--- src/rtl/div16_seq.sv ---
// rtl/div16_seq.sv - sequential 16-bit restoring divider, one quotient bit per clock
// Optional signed support is enabled by defining DIV16_SIGNED_EN.

module addsub16 (
    input  logic [15:0] a,
    input  logic [15:0] b,
    input  logic        sub,
    input  logic        ci,
    output logic [15:0] s,
    output logic        co
);
    logic [15:0] bx;
    logic        cin;

    // In subtract mode ci acts as a borrow-in, so ci=0 gives a - b and co=1 means no borrow.
    assign bx = sub ? ~b : b;
    assign cin = sub ? ~ci : ci;
    assign {co, s} = {1'b0, a} + {1'b0, bx} + {16'b0, cin};
endmodule

module div16_seq (
    input  logic        clk,
    input  logic        rst_n,
    input  logic        start,
    input  logic [15:0] dividend,
    input  logic [15:0] divisor,
    input  logic        signed_op,
    output logic        busy,
    output logic        done,
    output logic [15:0] quotient,
    output logic [15:0] remainder,
    output logic        div_by_zero
);
    localparam logic [1:0] IDLE = 2'd0;
    localparam logic [1:0] RUN  = 2'd1;
    localparam logic [1:0] FIX  = 2'd2;

    logic [1:0]  state;
    logic [3:0]  cnt;
    logic [15:0] r, q, d;
    logic [15:0] shifted, diff;
    logic        msb_out, co, accept;
    logic [15:0] r_next, q_next;
    logic [15:0] q_load, d_load;

    assign shifted = {r[14:0], q[15]};
    assign msb_out = r[15];

    addsub16 u_addsub (
        .a   (shifted),
        .b   (d),
        .sub (1'b1),
        .ci  (1'b0),
        .s   (diff),
        .co  (co)
    );

    // 17-bit compare: a set bit shifted out of R always exceeds D.
    assign accept = msb_out | co;
    assign r_next = accept ? diff : shifted;
    assign q_next = {q[14:0], accept};

`ifdef DIV16_SIGNED_EN
    logic neg_q, neg_r;
    logic take_sign;

    assign take_sign = signed_op;
    assign q_load = (take_sign && dividend[15]) ? (16'd0 - dividend) : dividend;
    assign d_load = (take_sign && divisor[15]) ? (16'd0 - divisor) : divisor;
`else
    logic unused_signed_op;

    assign unused_signed_op = signed_op;
    assign q_load = dividend;
    assign d_load = divisor;
`endif

    always_ff @(posedge clk) begin
        if (!rst_n) begin
            state       <= IDLE;
            cnt         <= 4'd0;
            r           <= 16'd0;
            q           <= 16'd0;
            d           <= 16'd0;
            busy        <= 1'b0;
            done        <= 1'b0;
            quotient    <= 16'd0;
            remainder   <= 16'd0;
            div_by_zero <= 1'b0;
`ifdef DIV16_SIGNED_EN
            neg_q       <= 1'b0;
            neg_r       <= 1'b0;
`endif
        end else begin
            done <= 1'b0;
            case (state)
                IDLE: begin
                    if (start) begin
                        if (divisor == 16'd0) begin
                            quotient    <= 16'hFFFF;
                            remainder   <= dividend;
                            div_by_zero <= 1'b1;
                            done        <= 1'b1;
                        end else begin
                            r     <= 16'd0;
                            q     <= q_load;
                            d     <= d_load;
                            cnt   <= 4'd0;
                            busy  <= 1'b1;
                            state <= RUN;
`ifdef DIV16_SIGNED_EN
                            neg_q <= take_sign && (dividend[15] ^ divisor[15]);
                            neg_r <= take_sign && dividend[15];
`endif
                        end
                    end
                end
                RUN: begin
                    r   <= r_next;
                    q   <= q_next;
                    cnt <= cnt + 4'd1;
                    if (cnt == 4'd15) begin
`ifdef DIV16_SIGNED_EN
                        state <= FIX;
`else
                        state       <= IDLE;
                        busy        <= 1'b0;
                        done        <= 1'b1;
                        quotient    <= q_next;
                        remainder   <= r_next;
                        div_by_zero <= 1'b0;
`endif
                    end
                end
`ifdef DIV16_SIGNED_EN
                FIX: begin
                    state       <= IDLE;
                    busy        <= 1'b0;
                    done        <= 1'b1;
                    quotient    <= neg_q ? (16'd0 - q) : q;
                    remainder   <= neg_r ? (16'd0 - r) : r;
                    div_by_zero <= 1'b0;
                end
`endif
                default: begin
                    state <= IDLE;
                    busy  <= 1'b0;
                end
            endcase
        end
    end
endmodule

--- config.mk ---
export PLATFORM = sky130hd
export DESIGN_NAME = div16_seq
export DESIGN_NICKNAME = d
export VERILOG_FILES = /design/src/rtl/div16_seq.sv
export SDC_FILE = /design/constraint.sdc
export NUM_CORES = 1
export LEC_CHECK = 0
export ABC_AREA = 0
export ABC_CLOCK_PERIOD_IN_PS = 3870
export BUFFER_PORTS_ARGS = -buffer_cell sky130_fd_sc_hd__buf_2
export CAP_MARGIN = 25
export CELL_PAD_IN_SITES_DETAIL_PLACEMENT = 1
export CELL_PAD_IN_SITES_GLOBAL_PLACEMENT = 2
export CORE_ASPECT_RATIO = 2
export CORE_UTILIZATION = 35
export DETAILED_ROUTE_END_ITERATION = 8
export GPL_TIMING_DRIVEN = 0
export PLACE_DENSITY_LB_ADDON = 0.1
export SYNTH_ARGS = -nofsm -noshare
export SYNTH_HDL_FRONTEND = slang
export SYNTH_SLANG_ARGS = --single-unit
--- constraint.sdc ---
create_clock -name clk -period 3.87 [get_ports clk]
set_input_delay 0 -clock clk [delete_from_list [all_inputs] [get_ports clk]]
set_output_delay 0 -clock clk [all_outputs]
set_load 0.05 [all_outputs]
==> flow_summary.ini, run 1 <==
[outcome]
status = finished clean

[drt]
drtIter0Drc = 144
routed_wl_um = 14900
routed_via_density = 5.43
wire_per_inst_um = 19.0
num_vias = 4273
drtAntennaViolNets = 0
drt_first_pass_iters = 4
drcViolationCount = 0

[global_route]
grt_pass1_wl_um = 23500
grt_max_degree = 17
grt_pass1_vias = 4539
antenna_found_initial = 0
overflow = 0
globalRouteTotalUtil_pct = 25.0

[final_layout]
drive_above_1_share_pct = 17.1
post-route-cell-area_mm2 = 0.00540
antenna-diode-count = 0
fill_cells = 1459
nNetsFinal = 691
layout_common_cells = 87 x dfxtp_1, 76 x buf_2, 71 x a21oi_1
area_delta_synth_final_pct = 27.1
final_common_cell = dfxtp_1

[placement]
io_buffers = 69
hpwlAfterDp_um = 11900
placed_cell_area_mm2 = 0.00477
routabilityCongestion = 0.779

[worst_setup_path]
worstPathRequired_ps = 4080
crit_buf_inv = 2
worstRegToRegCells = 11
reg2reg_slack_ps = 800
worstSetupPathType = flop to flop
rr_startpoint = q[15]$_SDFFE_PN0P_
crit_chain = inv_1 > ha_1 > fa_1 > nand2b_2 > a21oi_2 > o211ai_2 > a21oi_2 > o22ai_4 > buf_6 > a32oi_1 > a21oi_1
slowest_stage = a32oi_1
crit_path_frequent_cell = a21oi_2
cp-startpoint = q[15]$_SDFFE_PN0P_
cp_top_family = compound AO/OA/AOI/OAI gates
crit_fanout = 10
reg2reg_to = r[13]$_SDFFE_PN0P_
worst_path_largest_cell_delay_ps = 450
startpoint_type = flop
arrival_ps = 3270
crit_path_end_kind = flop

[cts]
ctsRootBufferMaster = clkbuf_16
worstSkewPairLatency_ps = 350
cts-buffers-inserted = 9
cts_tree = done
numClockSinks = 87
post_cts_buffers = 0
path_clk_slew_ps = 70
htree_levels = 3
cts.path.max_buffers = 2

[timing]
fmax_mhz = 326
min_period_over_period_pct = 79.3
period_needed_ps = 3070
setup-violations-final = 0
hold_viol = 0
relSlewSlack_pct = 57.1
rsz0062_at_grt = false
skew_ps = 7.43
tightest_slew_ps = 640
totalNegativeSetupSlack_ps = 0
drv_slew = 0

[hold_path]
min-delay-start = start
min_path_cells = 3
hold_class = input pin to flop
whs_endpoint = d[2]$_SDFFE_PN0P_

[die]
die_h_um = 158
initial_utilization_pct = 36.1
die_w_um = 79.9
fp-row-count = 56
die_area_mm2 = 0.0126
ios = 71
core_mm2 = 0.0118

[power]
power.density_mw_per_mm2 = 465
ir_drop_uv = 360
p_leak_nw = 2.21

[yosys]
syn_area_mm2 = 0.00425
synth_seq_cells = 87
ys_warn_count = 0
synthCells = 525
synthFlopType = dfxtp_1
ys_types = 57
synth_edf_count = 0
yosysSeqAreaShare_pct = 41.0
ys_async_sr_fraction_pct = 0
synth_nets = 579
syn_avg_cell_area_um2 = 8.09

[run]
cap_viol_max_count = 0
cell usage after synthesis (2+ instances only):
cell | instances | share of area [%]
xor2_1 | 3 | 0.62
a31oi_1 | 10 | 1.5
nand3_1 | 3 | 0.35
buf_6 | 2 | 0.53
o21ai_0 | 56 | 6.6
and3_1 | 2 | 0.29
o21a_1 | 2 | 0.35
a32oi_1 | 5 | 1.0
nand4_1 | 5 | 0.74
o211ai_1 | 2 | 0.35
nand2_1 | 64 | 5.7
buf_2 | 7 | 0.83
ha_1 | 17 | 5.0
a22oi_1 | 21 | 3.7
xnor2_1 | 6 | 1.2
o211ai_2 | 2 | 0.59
dfxtp_1 | 87 | 41
nor4_1 | 5 | 0.74
nor2b_1 | 2 | 0.29
mux2i_1 | 2 | 0.47
and2_1 | 2 | 0.29
a21oi_2 | 3 | 0.62
a21o_1 | 4 | 0.71
o31ai_1 | 2 | 0.35
a21oi_1 | 71 | 8.4
a211oi_1 | 3 | 0.53
nor2_1 | 40 | 3.5
a311oi_1 | 5 | 1.0
nor3_1 | 17 | 2.0
nand2b_1 | 4 | 0.59
inv_1 | 21 | 1.9
clkbuf_1 | 25 | 2.2
state kept, by name, summed over array words and instances (netlist names):
name / cells
busy: 1
cnt: 4
d: 16
div_by_zero: 1
done: 1
q: 16
quotient: 16
r: 16
remainder: 16
per-stage QoR:
stage | util [%] | instances | hold WS (ps) | setup WS, ps | power, W
6_report | 45.9 | 787 | 10.8 | 803 | 0.00251
5_1_grt | 45.9 | 787 | 77.0 | 677 | 0.00263
2_1_floorplan | - | 525 | 135 | 1540 | 0.00141
4_1_cts | 45.9 | 787 | 15.1 | 829 | 0.00252
3_3_place_gp | 40.5 | 739 | 251 | 870 | 0.00158
3_5_place_dp | 40.5 | 739 | 260 | 851 | 0.00160
cell type report:
cell class / instances / area (um2) / share of cell area [%]
inverter: 22 / 82.6 / 1.53
multi-input combinational: 381 / 2270 / 42.0
sequential: 87 / 1740 / 32.3
clock inverter: 7 / 80.1 / 1.48
tap: 145 / 181 / 3.36
clock buffer: 9 / 225 / 4.17
buffer: 35 / 155 / 2.87
timing repair buffer: 101 / 666 / 12.3
power by group:
| group | switching, W | internal (W) |
|---|---|---|
| Combinational | 0.000378 | 0.000245 |
| Sequential | 0.0000385 | 0.000940 |
| Clock | 0.000398 | 0.000510 |
| Total | 0.000814 | 0.00170 |
routing by layer:
metal	GRT usage, %	vias to the layer above	wire length (um)
met4	8.84	0	420
li1	-	2113	-
met5	0	-	0
met2	51.6	83	8670
met3	3.40	22	340
met1	23.8	2055	5490
worst max-delay path by stage:
stage	endpoint	slack, ps	cells past startpoint
after global routing	remainder[13]$_SDFFE_PN0P_	680	11
after global placement	r[13]$_SDFFE_PN0P_	870	11
final	r[13]$_SDFFE_PN0P_	800	11
after detailed placement	r[13]$_SDFFE_PN0P_	850	11
after floorplan	remainder[10]$_SDFFE_PN0P_	1540	10
after CTS	r[13]$_SDFFE_PN0P_	830	11
tightest hold or removal path: stages:
cell and delay (ps):
buf_2 140, a32oi_1 110, nor2_1 80
timing repair:
action                                  4_1_cts  5_1_grt
hold buffers                                 32        0
endpoints found under the hold margin        41        0
resized for setup                             0        0
endpoints found under the setup margin        0        0
kinds of logic (layout without fill, tap and decap cells):
logic type                 Yosys count  after routing  synth area share, %
xor gates and xnor gates             9              9                 1.86
adders and majority gates           18             18                 5.48
muxes                                3              3                0.737
AOI/OAI and AO/OA                  198            198                 29.0
and+or+nand+nor                    153            153                 16.3
DFF                                 87             87                 41.0
buffers and inverters               57            174                 5.60
Power figures use the tool's default switching activity.
==> run 2, diff against run 1 <==
- ABC_AREA: 0 -> 1
- ABC_CLOCK_PERIOD_IN_PS: 3870 -> 2600
- CORE_UTILIZATION: 35 -> 28
- clock period: 3.87 -> 2.6 ns (I/O delays scaled with it)
==> run 2 against run 1 <==
Effect of this change: critical path type unchanged; area after synthesis up 13%; flip-flop and latch count stayed put; setup slack worse by 640 ps; clock skew grew 1.9 ps.
==> flow_summary.ini, run 2 <==
[cts]
cts.path.max_buffers = 2
ctsRootBufferMaster = clkbuf_16
worstSkewPairLatency_ps = 350
cts-buffers-inserted = 9
numClockSinks = 87
path_clk_slew_ps = 70
htree_levels = 3
cts_tree = done

[timing]
totalNegativeSetupSlack_ps = 0
holdWs_ps = 4.02
tightest_slew_ps = 710
relSlewSlack_pct = 52.7
hold_viol = 0
period_needed_ps = 2430
drv_slew = 0
skew_ps = 9.38
min_period_over_period_pct = 93.6
setup-violations-final = 0
fmax_mhz = 411
rsz0062_at_grt = true

[die]
core_mm2 = 0.0168
initial_utilization_pct = 28.6
die_area_mm2 = 0.0177
fp-row-count = 67
die_w_um = 94.5
die_h_um = 187
ios = 71

[yosys]
synthCells = 728
synthFlopType = dfxtp_1
syn_avg_cell_area_um2 = 6.59
netlist.area_leader.share_pct = 36.3
ys_async_sr_fraction_pct = 0
synth_seq_cells = 87
syn_area_mm2 = 0.00480
yosysSeqAreaShare_pct = 36.3
synth_area_leaders = dfxtp_1 36%, nand2_1 13%, inv_1 11%
synthTopCellsByCount = 171 x nand2_1, 140 x inv_1, 87 x dfxtp_1
synth_nets = 782
yosys.cell_count.top_type = nand2_1
synth_edf_count = 0
ys_types = 34
synth.largest_area_cell = dfxtp_1
ys_warn_count = 0

[drt]
drtAntennaViolNets = 0
drt_first_pass_iters = 4
drtIter0Drc = 100
routed_wl_um = 17900
wire_per_inst_um = 17.3
drcViolationCount = 0
routed_via_density = 4.73
num_vias = 4884

[final_layout]
drive_above_1_share_pct = 13.4
layout_common_cells = 171 x nand2_1, 140 x inv_1, 87 x dfxtp_1
final_util_pct = 34.7
final_common_cell = nand2_1
fill_cells = 2239
fin_cells = 1033
multi_input_area_mm2 = 0.00236
regArea_mm2 = 0.00174
nNetsFinal = 877
post-route-cell-area_mm2 = 0.00582
area_delta_synth_final_pct = 21.4
antenna-diode-count = 0

[placement]
placedCellCount = 1003
io_buffers = 68
hpwlAfterDp_um = 14800
routabilityCongestion = 0.854
placed_cell_area_mm2 = 0.00540

[worst_setup_path]
worstRegToRegCells = 16
crit_chain = inv_1 > ha_1 > fa_2 > inv_1 > nand2_1 > nand2_1 > nand3_1 > nand2_2 > nand2_2 > nand2_2 > nand2_4 > nor2_4 > nand2_1 > nand3_1 > nand2_1 > inv_1
slowest_stage = fa_2
crit_path_frequent_cell = nand2_1
rr_startpoint = q[15]$_SDFFE_PN0P_
crit_path_end_kind = flop
worstPathRequired_ps = 2890
crit_fanout = 8
reg2reg_slack_ps = 170
reg2reg_to = remainder[10]$_SDFFE_PN0P_
worst_path_largest_cell_delay_ps = 370
startpoint_type = flop
worstSetupPathType = flop to flop
arrival_ps = 2730

[hold_path]
min_path_cells = 3
whs_endpoint = d[11]$_SDFFE_PN0P_
hold_class = input pin to flop
min-delay-start = divisor[11]

[global_route]
globalRouteTotalUtil_pct = 21.5
grt_pass1_vias = 5355
grt_max_degree = 13
overflow = 0
antenna_found_initial = 0
grt_pass1_wl_um = 28300

[power]
p_leak_nw = 3.28
power.density_mw_per_mm2 = 628
ir_drop_uv = 319

[outcome]
status = finished clean

[run]
cap_viol_max_count = 0
## run 2: cell types whose count changed after synthesis, sizes merged, moves of 14 or more
cell | before | now
nand2 | 64 | 178
a22oi | 22 | 1
nor3 | 17 | 3
nand3 | 3 | 62
a21oi | 74 | 59
nor2 | 40 | 61
inv | 22 | 143
## run 2: where the power goes
part	internal [W]	total [W]	switching, W
Sequential	0.00140	0.00144	0.0000482
Combinational	0.000327	0.000977	0.000650
Clock	0.000690	0.00123	0.000543
Total	0.00241	0.00365	0.00124
## run 2: through the flow
step           setup slack (ps)  total power (W)
2_1_floorplan               624          0.00211
6_report                    168          0.00365
5_1_grt                   -32.1          0.00389
3_3_place_gp               67.5          0.00242
4_1_cts                    25.8          0.00371
3_5_place_dp               50.9          0.00243
## run 2: logic make-up after synthesis
family	Yosys count	share of synthesized area [%]
simple gates	317	28.3
buf+inv	172	14.7
compound gates	127	14.5
flops	87	36.3
fa+ha+maj	18	4.85
xor+xnor	7	1.28
## run 2: cell type report
class,count,share of cell area [%]
Multi-Input combinational cell,469,40.5
Sequential cell,87,29.9
Tap cell,207,4.45
Inverter,144,9.28
Clock inverter,1,0.0859
Clock buffer,13,4.47
Buffer,28,2.84
Timing Repair Buffer,84,8.51
## run 2: routing by layer
metal  vias up  GRT usage [%]  share of wire, %
li1       2476              -                 -
met2        82           43.9                59
met1      2309           21.5                37
met5         -              0                 0
met4         0           6.47               1.7
met3        17           2.36               2.2
## run 2: worst max-delay path by stage
stage                     cells after the start                from  slack (ps)                         end
after global routing                         16  q[15]$_SDFFE_PN0P_         -30  remainder[11]$_SDFFE_PN0P_
after detailed placement                     15  q[15]$_SDFFE_PN0P_          50   remainder[1]$_SDFFE_PN0P_
after floorplan                              15  q[15]$_SDFFE_PN0P_         620           r[1]$_SDFFE_PN0P_
after CTS                                    15  q[15]$_SDFFE_PN0P_          30   remainder[1]$_SDFFE_PN0P_
after global placement                       15  q[15]$_SDFFE_PN0P_          70   remainder[6]$_SDFFE_PN0P_
final                                        16  q[15]$_SDFFE_PN0P_         170  remainder[10]$_SDFFE_PN0P_
## run 2: timing repair
action                                 4_1_cts  5_1_grt
hold buffers                                14        0
setup endpoints to repair                    0       32
endpoints found under the hold margin       14        0
setup buffers                                0        2
resized for setup                            0        2
## run 2: critical path: cells and delay by family (launching register included)
kind | cells | cell delay (ps)
simple gates | 11 | 1220
buf+inv | 3 | 230
fa+ha+maj | 2 | 600
flops | 1 | 330
